### src/rtl/iir_out_quantizer.sv
// Decimating round/saturate output stage for the IIR filter, with a show-ahead output FIFO.
// Optional saturation event counter enabled by defining QUANT_SATCNT_EN.
module iir_out_quantizer #(
  parameter int WORD_IN    = 18,
  parameter int WORD_OUT   = 8,
  parameter int SHIFT      = 8,
  parameter int DECIM      = 4,
  parameter int FIFO_DEPTH = 4
) (
  input  logic                            clk,
  input  logic                            rst,
  input  logic [WORD_IN-1:0]              in_data,
  input  logic                            in_valid,
  output logic [WORD_OUT-1:0]             out_data,
  output logic                            out_valid,
  input  logic                            out_ready,
  output logic [$clog2(FIFO_DEPTH):0]     fifo_level,
  output logic                            sat_flag,
  output logic                            overflow
`ifdef QUANT_SATCNT_EN
  ,
  output logic [15:0]                     sat_count
`endif
);

  localparam int PW = (DECIM > 1) ? $clog2(DECIM) : 1;
  localparam int AW = $clog2(FIFO_DEPTH);
  localparam int LW = AW + 1;
  localparam logic [WORD_IN:0] RND = (WORD_IN+1)'(1) << (SHIFT-1);
  localparam logic [WORD_OUT-1:0] Q_MAX = {1'b0, {(WORD_OUT-1){1'b1}}};
  localparam logic [WORD_OUT-1:0] Q_MIN = {1'b1, {(WORD_OUT-1){1'b0}}};

  // Handshake: a word moves downstream on any cycle where out_valid and out_ready are
  // both high; out_valid never drops and out_data never changes until that happens.

  logic [PW-1:0]      phase;
  logic [WORD_IN-1:0] s1_data;
  logic               s1_valid;

  logic [WORD_OUT-1:0] mem [FIFO_DEPTH];
  logic [AW-1:0]       wr_ptr;
  logic [AW-1:0]       rd_ptr;
  logic [LW-1:0]       level;

  logic                       keep;
  logic signed [WORD_IN:0]    rnd_sum;
  logic signed [WORD_IN:0]    shifted;
  logic [WORD_IN-WORD_OUT+1:0] hi_bits;
  logic                       pos_clip;
  logic                       neg_clip;
  logic [WORD_OUT-1:0]        q_data;
  logic                       full;
  logic                       push;
  logic                       pop;
  logic                       push_ok;

  assign keep = in_valid && (phase == '0);

  always_ff @(posedge clk) begin
    if (rst) begin
      phase    <= '0;
      s1_data  <= '0;
      s1_valid <= 1'b0;
    end else begin
      if (in_valid)
        phase <= (phase == PW'(DECIM-1)) ? '0 : phase + PW'(1);
      s1_valid <= keep;
      if (keep)
        s1_data <= in_data;
    end
  end

  // One extra bit of headroom so adding the half-LSB cannot wrap.
  always_comb begin
    rnd_sum  = $signed({s1_data[WORD_IN-1], s1_data}) + $signed(RND);
    shifted  = rnd_sum >>> SHIFT;
    hi_bits  = shifted[WORD_IN:WORD_OUT-1];
    pos_clip = !hi_bits[WORD_IN-WORD_OUT+1] && (|hi_bits);
    neg_clip = hi_bits[WORD_IN-WORD_OUT+1] && !(&hi_bits);
    q_data   = shifted[WORD_OUT-1:0];
    if (pos_clip)
      q_data = Q_MAX;
    else if (neg_clip)
      q_data = Q_MIN;
  end

  assign full    = (level == LW'(FIFO_DEPTH));
  assign out_valid = (level != '0);
  assign pop     = out_valid && out_ready;
  assign push    = s1_valid;
  assign push_ok = push && (!full || pop);

  always_ff @(posedge clk) begin
    if (rst) begin
      wr_ptr   <= '0;
      rd_ptr   <= '0;
      level    <= '0;
      overflow <= 1'b0;
      sat_flag <= 1'b0;
    end else begin
      sat_flag <= s1_valid && (pos_clip || neg_clip);
      if (push_ok)
        wr_ptr <= wr_ptr + AW'(1);
      if (pop)
        rd_ptr <= rd_ptr + AW'(1);
      if (push_ok && !pop)
        level <= level + LW'(1);
      else if (pop && !push_ok)
        level <= level - LW'(1);
      if (push && full && !pop)
        overflow <= 1'b1;
    end
  end

  always_ff @(posedge clk) begin
    if (push_ok && !rst)
      mem[wr_ptr] <= q_data;
  end

  assign out_data   = out_valid ? mem[rd_ptr] : '0;
  assign fifo_level = level;

`ifdef QUANT_SATCNT_EN
  always_ff @(posedge clk) begin
    if (rst)
      sat_count <= '0;
    else if (sat_flag && (sat_count != 16'hFFFF))
      sat_count <= sat_count + 16'd1;
  end
`endif

endmodule

### config.mk
export PLATFORM = sky130hd
export DESIGN_NAME = iir_out_quantizer
export DESIGN_NICKNAME = d
export VERILOG_FILES = /design/src/rtl/iir_out_quantizer.sv
export SDC_FILE = /design/constraint.sdc
export NUM_CORES = 1
export LEC_CHECK = 0
export CORE_MARGIN = 3
export CORE_UTILIZATION = 35
export DETAILED_ROUTE_END_ITERATION = 10
export DONT_BUFFER_PORTS = 1
export PLACE_DENSITY = 0.6
export SKIP_LAST_GASP = 1
export SYNTH_ARGS = -nofsm -noshare
export SYNTH_HDL_FRONTEND = slang
export SYNTH_SLANG_ARGS = --single-unit
export TNS_END_PERCENT = 30
### constraint.sdc
create_clock -name clk -period 3.6 [get_ports clk]
set_clock_uncertainty 0.15 [all_clocks]
set_input_delay 0.9 -clock clk [delete_from_list [all_inputs] [get_ports clk]]
set_output_delay 0.9 -clock clk [all_outputs]
set_load 0.03 [all_outputs]
==> results of run 1 <==
==> worst paths after layout <==
check	from	endpoint	slack (ps)	depth (start not counted)
min	push	overflow	360	2
min reg2reg	push	overflow	360	2
max reg2reg	fifo_level[0]	fifo_level[2]	1090	9
max	flop	out_data[0]	700	2
==> kinds of logic (layout without fill, tap and decap cells) <==
family | after synthesis | in the layout | share of synthesized area (%)
simple gates | 76 | 76 | 14.71
flops | 57 | 57 | 56.15
compound gates | 34 | 34 | 8.895
buf+inv | 21 | 26 | 3.461
mux | 12 | 12 | 8.461
xor+xnor | 11 | 11 | 3.702
fa+ha+maj | 9 | 9 | 4.616
==> cell type report <==
| type | count | area (sq um) |
|---|---|---|
| Timing Repair Buffer | 1 | 7.507 |
| Sequential cell | 57 | 1461 |
| Tap cell | 96 | 120.1 |
| Clock buffer | 9 | 123.9 |
| Inverter | 9 | 33.78 |
| Multi-Input combinational cell | 142 | 1051 |
| Fill cell | 716 | 4146 |
| Clock inverter | 7 | 37.54 |
==> layer usage <==
layer / part of all wire (%) / wire [microns] / vias up
met2: 45 / 2044 / 32
li1: - / - / 785
met4: 1.2 / 53 / 0
met1: 49 / 2212 / 710
met3: 5.4 / 245 / 5
met5: 0 / 0 / -
==> through the flow <==
step / std cells / setup slack, ps / utilization (%) / power, uW / hold WS [ps]
6_report: 321 / 700.7 / 40.61 / 1854 / 361.2
5_1_grt: 321 / 528.9 / 40.61 / 1981 / 397.5
4_1_cts: 321 / 618.9 / 40.61 / 1891 / 362.6
3_5_place_dp: 305 / 876.3 / 38.30 / 1398 / 353.3
3_3_place_gp: 305 / 901.7 / 38.30 / 1386 / 337.5
2_1_floorplan: 220 / 990.4 / - / 1305 / 319.2
==> critical path, stage by stage (launching register included) <==
cell and delay (ps):
sky130_fd_sc_hd__dfxtp_1 660, sky130_fd_sc_hd__mux4_2 580, sky130_fd_sc_hd__and2_1 280
==> cell usage after synthesis (6+ instances only) <==
library cell,count,area share (%)
sky130_fd_sc_hd__edfxtp_1,32,37
sky130_fd_sc_hd__nand2_1,29,4.2
sky130_fd_sc_hd__dfxtp_1,25,19
sky130_fd_sc_hd__a21oi_1,15,2.9
sky130_fd_sc_hd__and2_1,14,3.4
sky130_fd_sc_hd__nor2_1,14,2.0
sky130_fd_sc_hd__xor2_1,9,3.0
sky130_fd_sc_hd__ha_1,8,3.8
sky130_fd_sc_hd__inv_1,8,1.2
sky130_fd_sc_hd__mux4_2,8,6.9
sky130_fd_sc_hd__clkbuf_1,7,1.0
sky130_fd_sc_hd__o21ai_1,6,1.2
==> sequential cells by signal (all words and copies together), names as in the netlist, named ones only <==
signal and flops:
phase 2, push 1, s1_data 11, mem 32, sat_flag 1, wr_ptr 2
overflow 1, rd_ptr 2, fifo_level 3
==> power by group <==
part           internal, uW  switching [uW]  leakage (uW)
registers               753             115      0.000498
logic                   185             316      0.000407
clock network           239             246     0.0000714
total                  1180             677      0.000976
==> summary by stage, run 1 <==
CTS
In this run, post-CTS repair resized a total of 0 instances. The later pin in the worst-skew pair is clocked with a latency of 330 ps. The number of setup buffers added after CTS is 0.

The hold buffer count at cts is 0. Clock tree synthesis found a total of 57 sinks. Clock-pin slew was measured on the worst setup and hold paths at 60 ps. The H-tree generated during clock tree synthesis spans 3 levels. The maximum number of buffers from clock root to sink is 2. In this run, CTS created clock tree buffers numbering 9.

In this run the clock root is driven by a sky130_fd_sc_hd__clkbuf_8. TritonCTS built the clock tree.

Route
The final route contains 1532 vias. The number of design rule violations left after detail routing is 0. The routed via count divided by cell count is 4.773.

The number of routed nets with antenna violations is 0. After detailed routing, the average wire length per cell comes to 14.19 microns. For this block, the initial DRC count from the detailed router was 80.

The routed wire length is 4555 microns. The first detailed-routing pass ran for 4 iterations.

Timing
For this run, the top clock speed supported by timing is 0.3449 GHz. In the final timing run, aggregate negative setup slack is 0 ps. For the pin with the worst max-slew slack, the measured transition is 535.2 ps. The part of the cycle the worst path needs is 80.54%. The number of endpoints failing setup at the final stage is 0.

The final hold violation count was 0. The routed design could run at a clock period as short as 2899 ps. The count of final max-slew check failures was 0. The worst pin sits at a relative slew slack of 64.27%. Setup repair after global routing left no endpoint under its margin.

Pwr
The worst voltage drop across the vdd grid is 0.0003119 V. Power spread over the standard cell area amounts to 654.0 mW/mm^2. The reported leakage power is 0.0009760 uW.

Job
The max-capacitance violation count is 0.

Finish
The number of diodes is 0. The leading cell type in the layout, fill and taps excluded is sky130_fd_sc_hd__edfxtp_1. The layout cell share with drive strength beyond 1 is 12.89%. The post-layout net count is 251. The layout overhead on the synthesized area is 8.942%. The cell area after layout is 0.002835 sq mm. In the layout the commonest cells are sky130_fd_sc_hd__edfxtp_1, sky130_fd_sc_hd__nand2_1, sky130_fd_sc_hd__dfxtp_1, sky130_fd_sc_hd__a21oi_1.

Floorplan
The floorplan has 30 rows. The die is 92.23 microns tall. The die outline width is 92.23 microns. The overall die area is 0.008506 sq mm. The core region is 0.006982 sq mm. For this design the top-level I/O count stands at 36. The effective utilization at floorplan is 37.28%.

Global routing
The number of antenna violations at the first check in global routing is 0. The met1 global-route usage is 15.62%. In the global route stage, met3 resource usage came out at 5.332%.

The first global-routing pass estimated 7617 microns of wire. The global-route usage over all layers is 11.90%. The maximum number of pins on one net before global-route repair is 26.

For met2 alone, demand over resource in global routing was 17.03%. The number of global-route vias before repair is 1510. For this run the aggregate overflow at the end of global routing stands at 0. The highest-utilization routing layer at the global route stage is met2.

Critical path
Data on the critical path is required at its endpoint by 2550 ps. Data on the critical path arrives at its endpoint at 1850 ps. The nature of the critical path startpoint is a flop. The critical path is of the flop to output pin type.

The peak fanout along the critical path is 8. STA classifies the critical path endpoint as an output pin.

Placed design
At the end of routability-driven placement, the weighted congestion stood at 0.8438. In this run the cell area measured after placement is 0.002674 sq mm. Detailed placement finished with a half-perimeter wire length of 3126 microns. The count of buffers added on input and output ports is 0.

Outcome
The run finished with clean final reports.

Logic synthesis
When the netlist entered floorplanning its net count stood at 251. The number of enable-type register cells in the synthesized netlist is 32. For this run, asynchronously set or reset flops after synthesis account for 0%.

The warning count from the yosys run is 0. Of the synthesized area, sequential elements account for 56.15%. A synthesized cell averages 11.83 sq um. In the synthesized netlist the dominant register cell turns out to be sky130_fd_sc_hd__edfxtp_1.

The netlist uses 43 different library cells. The synthesized flop and latch total is 57. After technology mapping, the gate count stands at 220.

The synthesized area is 0.002602 sq mm.

Min path
The min-delay analysis places its worst path in the category flop to flop.
Note: power is estimated with default switching activity, not from simulation.
==> run 2, diff against run 1 <==
==> constraint.sdc (replaced) <==
create_clock -name clk -period 3 [get_ports clk]
set_clock_uncertainty 0.15 [all_clocks]
set_input_delay 0.75 -clock clk [delete_from_list [all_inputs] [get_ports clk]]
set_output_delay 0.75 -clock clk [all_outputs]
set_load 0.03 [all_outputs]
==> run 2 against run 1 <==
Against the previous run: utilization rose by 0.48 points; critical endpoint is now out_data[4]; critical path type unchanged; first-iteration DRC count rose by 15%; via count rose by 1.8%.
==> summary by stage, run 2 (synthesis results as in run 1) <==
Outcome
The run finished with clean final reports.

Finish
The layout cell share with drive strength beyond 1 is 14.16%. The finished cells cover 0.002869 sq mm. Relative to the synthesized area, the layout overhead comes to 10.24%. The largest register by flop count is mem. Leaving out fill and tap cells, the most frequent cells in the layout are sky130_fd_sc_hd__edfxtp_1, sky130_fd_sc_hd__nand2_1, sky130_fd_sc_hd__dfxtp_1, sky130_fd_sc_hd__a21oi_1. The number of diodes is 0. The number of inserted filler cells in the final layout is 703. The register with the most flip-flops in the layout has 32 of them. The finished layout holds 322 standard cells, fillers aside. The leading cell type in the layout, fill and taps excluded is sky130_fd_sc_hd__edfxtp_1. The post-layout net count is 252.

CTS
The CTS tree is done. The root buffer cell is sky130_fd_sc_hd__clkbuf_8. Post-CTS repair changed the size of 0 cells. The number of setup buffers added after CTS is 0. In this run the deepest clock path goes through 2 buffers.

For this design, the CTS-stage hold fixing added 0 buffers. Clock tree synthesis inserted a total of 9 buffers. The clock latency reported for the late side of the worst-skew pair is 340 ps.

The count of H-tree levels built during CTS is 3. The total clock sinks is 57. After clock tree synthesis, the clock-pin slew on the worst setup and hold paths is 70 ps.

Placed design
The port buffer count is 0. The placer congestion estimate is 0.8402. After legalization and detailed placement, the total HPWL measured 3092 microns. Once placement finished, the instance area stood at 0.002681 sq mm.

In this run, placement finished with an instance count of 306. The post-placement setup slack is 430.6 ps.

Pwr
The sequential group share of total power is 43.7%. Power spread over the standard cell area amounts to 813.6 mW/mm^2. Internal power comes to 1515 uW. For this design the total switching power over the nets is 819.2 uW. Of the total power, the share spent switching nets is 35.10%. Combinational logic is responsible for 27.1% of the overall power. The clock network burns 29.2% of the power. The worst voltage drop across the vdd grid is 0.0004228 V.

The analysis attributes to cell leakage a power of 0.001003 uW.

Global routing
Global routing used 11.63% of the available tracks. The leftover overflow at the end of global routing is 0. The number of global-route vias before repair is 1478. The first global-routing pass estimated 7465 microns of wire. Entering global routing, the biggest net connects 26 pins. The number of antenna violations at the first check in global routing was 0.

Timing
The worst path needs 2747 ps of the cycle, external delays included. The count of final max-slew check failures is 0. The part of the cycle the worst path needs is 91.55%. The smallest setup slack after layout is 253.4 ps. Setup repair after global routing left no endpoint under its margin. Setup total negative slack on the finished layout was measured at 0 ps.

Setup violations remaining at the end of the flow were counted as 0. At the pin with the least slew margin, the transition time is 542.3 ps. The highest achievable clock rate is 0.3641 GHz.

In this run the tightest slew margin relative to its limit is 63.80%. The final hold violation count is 0.

Job
The max-capacitance violation count is 0.

Floorplan
The floorplan step defined a die boundary enclosing 0.008506 sq mm. The die is 92.23 microns tall. In this run the core area contains 30 standard-cell rows.

In this run the count of I/O pins placed on the die edge is 36. In this run the standard cell core region covers 0.006982 sq mm. The effective utilization at floorplan is 37.28%.

The die outline width is 92.23 microns.

Critical path
On the worst path, the slowest cell contributes a delay of 660 ps. STA puts the critical path data required time at 2100 ps. The worst register-to-register path ends at fifo_level[2]. The number of cells on the worst reg-to-reg path is 9. The startpoint identified for the worst register-to-register timing path is fifo_level[1].

The critical-path cell with the highest stage delay is sky130_fd_sc_hd__dfxtp_1. STA classifies the critical path endpoint as an output pin. The peak fanout along the critical path is 8. Traced cell by cell, the critical path runs through mux4_2, and2_1. The nature of the critical path startpoint is a flop.

The data arrival time of the worst path is 1850 ps. The category of the critical setup timing path is flop to output pin. For flop-to-flop paths, the worst setup slack is 530 ps.

Route
The vias after detailed routing is 1560. In this run the remaining antenna-violating nets after routing total 0. The detailed router finished its first iteration with 92 violations. The routed wire length is 4506 microns.

For this run, design rule violations remaining after detail routing come to 0. The number of iterations in the first detailed-routing pass is 4. Using the TritonRoute via totals, the vias-per-cell ratio works out to 4.845. Dividing the detail-routed wire length by the instance count gives 13.99 microns.

Min path
The worst min-delay path endpoint is s1_data[13]. The hold path depth is 1. The startpoint of the lowest-slack hold path is rst. The class of the tightest hold or removal check is input port to flop.
## run 2: changes by cell type in the layout (fill, tap and decap cells not counted), sizes merged
cell and change:
clkbuf +2, clkinvlp -2, buf +1, bufinv +1, clkinv -1
## run 2: power groups by stage
| stage | clock network (uW) | logic (uW) | registers (uW) |
|---|---|---|---|
| 2_1_floorplan | 0 | 562 | 1000 |
| 3_3_place_gp | 0 | 631 | 1040 |
| 3_5_place_dp | 0 | 646 | 1040 |
| 4_1_cts | 701 | 647 | 1030 |
| 5_1_grt | 748 | 694 | 1040 |
| 6_report | 682 | 631 | 1020 |
## run 2: how the worst max path moves through the flow
stage          cells past startpoint  startpoint  slack (ps)       endpoint
6_report                           2        flop         250    out_data[4]
5_1_grt                            2        flop          80    out_data[4]
4_1_cts                            2        flop         190    out_data[4]
3_5_place_dp                       9   out_ready         430  fifo_level[2]
3_3_place_gp                       9   out_ready         460  fifo_level[2]
2_1_floorplan                      9   out_ready         540  fifo_level[2]
## run 2: per-stage QoR
stage               total power, uW  util, %  hold WS [ps]
finish                         2334    41.09         317.7
floorplan                      1566        -         319.2
CTS                            2373    41.09         304.3
global placement               1672    38.41         338.6
detailed placement             1688    38.41         351.7
global route                   2480    41.09         295.1
## run 2: metal layers
metal	up-vias	routed length, microns	global-route usage (%)
met2	35	2054	17.15
met1	731	2098	14.38
met3	8	275	6.399
met4	0	78	4.084
met5	-	0	0
li1	786	-	-
## run 2: layout make-up
type                            count  area (sq um)  share of cell area (%)
Inverter                            9         33.78                   1.177
Sequential cell                    57          1461                   50.94
Multi-Input combinational cell    142          1051                   36.63
Clock buffer                       11         131.4                   4.579
Timing Repair Buffer                2         15.01                  0.5233
Tap cell                           96         120.1                   4.187
Clock inverter                      5         56.30                   1.962
## run 2: worst max-delay path, delay by kind of cell, from the launching register on
| family | cells | cell delay (ps) |
|---|---|---|
| DFF | 1 | 660 |
| muxes | 1 | 580 |
| and+or+nand+nor | 1 | 280 |
==> edit 1 (settings of run 2) <==
`WORD_IN`: 18 -> 36.
--- a/src/rtl/iir_out_quantizer.sv
+++ b/src/rtl/iir_out_quantizer.sv
@@ -1,7 +1,7 @@
 // Decimating round/saturate output stage for the IIR filter, with a show-ahead output FIFO.
 // Optional saturation event counter enabled by defining QUANT_SATCNT_EN.
 module iir_out_quantizer #(
-  parameter int WORD_IN    = 18,
+  parameter int WORD_IN    = 36,
   parameter int WORD_OUT   = 8,
   parameter int SHIFT      = 8,
   parameter int DECIM      = 4,
Ports: changed (resized in_data); port bits go from 36 to 54. The function was not compared with the original's and may differ.
==> edit 1 against run 2 <==
Total power rose by 17%; sequential cell count rose by 18; clock power rose by 25%; area after synthesis rose by 45%; combinational power fell by 4.4%; routed wire length rose by 75%; global-route usage rose by 2.7 points; core utilization rose by 0.64 points; sequential power rose by 25%; setup slack got worse by 0.070 ns; worst hold slack got worse by 0.0093 ns; design area rose by 52%; critical endpoint is now mem[1][0]; largest cell class is now multi-input combinational cells.
==> edit 1: results (changes against run 2) <==
Status
- **result of the run** complete, no violations, unchanged

Worst setup path
- **worst-case register-to-register setup slack** 0.18 ns, was 0.53 ns
- **data arrival time of the worst path** 2.73 ns, was 1.85 ns
- **CP peak stage delay** 0.56 ns, was 0.66 ns
- **crit path kind** reg -> reg, was reg -> out
- **CP endpoint** mem[1][0], was out_data[4]
- **slowest stage cell on the critical path** sky130_fd_sc_hd__or4_1, was sky130_fd_sc_hd__dfxtp_1

Place
- **placed insts** 537, was 306
- **placement-stage worst setup slack** -0.001310 ns, was 0.4306 ns
- **DP Area** 4060 um^2, was 2681 um^2
- **gp weighted congestion** 0.7781, was 0.8402

Drt
- **wirelength, routed** 7901 um, was 4506 um
- **Detail Route met3 WL** 390 um, was 275 um
- **wire length on met2** 3717 um, was 2054 um
- **Metal-1 WL** 3667 um, was 2098 um

Global routing
- **vias in the first global route** 2873, was 1478
- **maximum number of pins on one net before global-route repair** 43, was 26
- **met2 Usage GRT** 23.50%, was 17.15%
- **GR met3 Demand/Resource** 3.288%, was 6.399%
- **met1 layer usage reported by global route** 18.13%, was 14.38%

Synth
- **adder-cell share of the synthesized area** 3.188%, was 4.615%
- **portion of the post-synthesis area used by sequential elements** 48.36%, was 56.15%
- **most used flip-flop cell after synthesis** sky130_fd_sc_hd__dfxtp_1, was sky130_fd_sc_hd__edfxtp_1
- **number of nets in the synthesized netlist** 445, was 251
- **average cell area after synthesis** 9.514 um^2, was 11.83 um^2
- **share of synthesized area spent on multiplexers** 6.144%, was 8.462%

Hold path
- **Worst Hold Path EP** fifo_level[2], was s1_data[13]

Power and ir drop
- **largest vdd supply drop** 0.2539 mV, was 0.4228 mV
- **leakage power** 0.001518 uW, was 0.001003 uW

Layout
- **filler instances** 1028, was 703
- **share of final-layout standard cells stronger than drive strength 1** 16.99%, was 14.16%
- **Final Net Count** 462, was 252

CTS
- **Resized Gates After CTS** 1, was 0

Timing
- **Hold Slack** 0.3083 ns, was 0.3177 ns

## edit 1: cell types whose count changed in the layout (fill, tap and decap cells not counted), moves of 8 or more
cell                      delta
sky130_fd_sc_hd__buf_4      +27
sky130_fd_sc_hd__a31oi_1     +8
sky130_fd_sc_hd__nand3_1    +15
sky130_fd_sc_hd__a21oi_1    +20
sky130_fd_sc_hd__o21ai_0     +8
sky130_fd_sc_hd__xnor2_1    +10
sky130_fd_sc_hd__dfxtp_1    +16
sky130_fd_sc_hd__nand2_1    +43
## edit 1: layout make-up
class	count	area, um^2	area share [%]
Multi-Input combinational cell	288	1872	43.06
Clock inverter	5	86.33	1.986
Tap cell	136	170.2	3.915
Sequential cell	75	1824	41.97
Clock buffer	11	131.4	3.022
Timing Repair Buffer	30	229.0	5.268
Inverter	9	33.78	0.7772
## edit 1: power by group
part	leakage, uW	switching [uW]	internal (uW)
clock network	0.000108	377	475
registers	0.000637	125	1150
logic	0.000773	353	251
==> edit 2 (flow settings as in run 2) <==
Without the edit above. Put one more register stage on the output `fifo_level`. The value now appears one clock later. The other outputs are not delayed to match.
--- a/src/rtl/iir_out_quantizer.sv
+++ b/src/rtl/iir_out_quantizer.sv
@@ -118,7 +118,9 @@
   end
 
   assign out_data   = out_valid ? mem[rd_ptr] : '0;
-  assign fifo_level = level;
+  always_ff @(posedge clk) begin
+    fifo_level <= level;
+  end
 
 `ifdef QUANT_SATCNT_EN
   always_ff @(posedge clk) begin
Behaviour: not the same (Yosys sat finds a counterexample within 4 cycles, from zero or initial values and one cycle with rst high).
==> edit 2 against run 2 <==
Sequential cell count is 3 higher; routed wire length grew 5.1%; synthesized cell count increased by 9.1%; total power fell by 8.3%; first-iteration DRC count grew 8.7%; design area rose by 3.7%; area after synthesis grew 5.7%; setup slack worse by 0.022 ns; count of clock-buffer cells in the layout stayed put.
==> edit 2: results (changes against run 2) <==
Status
- **result of the run** complete, no violations, unchanged

Power and ir drop
- **internal power** 1435 uW, was 1515 uW
- **leakage power** 0.001026 uW, was 0.001003 uW
- **largest vdd supply drop** 0.3656 mV, was 0.4228 mV

Drt
- **highest metal layer with signal wires** met4, unchanged
- **Detail Route met3 WL** 244 um, was 275 um
- **wire length on met2** 2079 um, was 2054 um
- **Metal-1 WL** 2339 um, was 2098 um
- **DRC marker count from the first detailed-route iteration** 100, was 92
- **detail-routed net length per standard cell** 13.85 um, was 13.99 um
- **number of vias per cell** 4.921, was 4.845

Synth
- **number of distinct standard cells referenced by the synthesized netlist** 47, was 43
- **cell types occupying the most area after synthesis** sky130_fd_sc_hd__edfxtp_1 (35%), sky130_fd_sc_hd__dfxtp_1 (20%), sky130_fd_sc_hd__mux4_2 (6.5%), was sky130_fd_sc_hd__edfxtp_1 (37%), sky130_fd_sc_hd__dfxtp_1 (19%), sky130_fd_sc_hd__mux4_2 (6.9%)
- **synth cell count leaders** sky130_fd_sc_hd__edfxtp_1 (32), sky130_fd_sc_hd__nand2_1 (30), sky130_fd_sc_hd__dfxtp_1 (28), was sky130_fd_sc_hd__edfxtp_1 (32), sky130_fd_sc_hd__nand2_1 (29), sky130_fd_sc_hd__dfxtp_1 (25)
- **portion of the post-synthesis area used by sequential elements** 55.30%, was 56.15%

Place
- **placed insts** 326, was 306
- **DP Area** 2815 um^2, was 2681 um^2
- **placement-stage worst setup slack** 0.4248 ns, was 0.4306 ns
- **gp weighted congestion** 0.8482, was 0.8402
- **HPWL reported at the end of detailed placement** 3325 um, was 3092 um

Hold path
- **classification of the worst-slack hold path** reg -> reg, was in -> reg
- **hold wc startpoint** level[2], was rst

Global routing
- **Global Route Usage Sum** 11.98%, was 11.63%
- **antenna violations before repair** 0, unchanged
- **global-route wire length before repair** 8066 um, was 7465 um
- **vias in the first global route** 1663, was 1478
- **met2 Usage GRT** 17.62%, was 17.15%
- **met1 layer usage reported by global route** 15.74%, was 14.38%

Layout
- **Cell Count, Final, Fillers Out** 342, was 322
- **filler instances** 737, was 703

Worst setup path
- **Critical R2R Launch** s1_data[7], was fifo_level[1]
- **data arrival time of the worst path** 1.87 ns, was 1.85 ns

CTS
- **number of clock buffers inserted by TritonCTS** 9, unchanged

==> edit 2: layout make-up <==
class	count	share of cell area (%)
Clock buffer	11	4.415
Tap cell	99	4.163
Multi-Input combinational cell	156	37.80
Clock inverter	5	0.9672
Timing Repair Buffer	1	0.2523
Inverter	10	1.262
Sequential cell	60	51.14
==> edit 2: power by group through the flow <==
stage / logic (uW) / registers [uW] / clock network [uW]
after CTS: 465 / 1100 / 616
after global routing: 509 / 1110 / 653
after global placement: 456 / 1110 / 0
after floorplan: 447 / 1050 / 0
after detailed placement: 464 / 1120 / 0
final: 458 / 1090 / 590
==> edit 2: kinds of logic after synthesis <==
family / after synthesis / synth area share (%)
fa+ha+maj: 10 / 4.775
xor+xnor: 9 / 2.865
simple gates: 85 / 15.87
mux: 12 / 8.004
flops: 60 / 55.30
compound gates: 40 / 9.369
buf+inv: 24 / 3.820
==> edit 2: stage by stage <==
| stage | hold slack (ns) | utilization, % |
|---|---|---|
| global placement | 0.2277 | 37.80 |
| floorplan | 0.2093 | - |
| global route | 0.2398 | 39.95 |
| CTS | 0.2346 | 39.95 |
| finish | 0.2334 | 39.95 |
| detailed placement | 0.2250 | 37.80 |
==> edit 2: worst max-delay path: stages, from the launching register on <==
cell and delay [ns]:
sky130_fd_sc_hd__dfxtp_1 0.67, sky130_fd_sc_hd__mux4_2 0.59, sky130_fd_sc_hd__and2_1 0.28
==> edit 2: path summary, 6_finish.rpt <==
| path | end | slack [ns] | depth (start not counted) |
|---|---|---|---|
| max | out_data[5] | 0.23 | 2 |
| min | fifo_level[2] | 0.23 | 0 |
| max reg2reg | mem[2][1] | 0.49 | 5 |
| min reg2reg | fifo_level[2] | 0.23 | 0 |
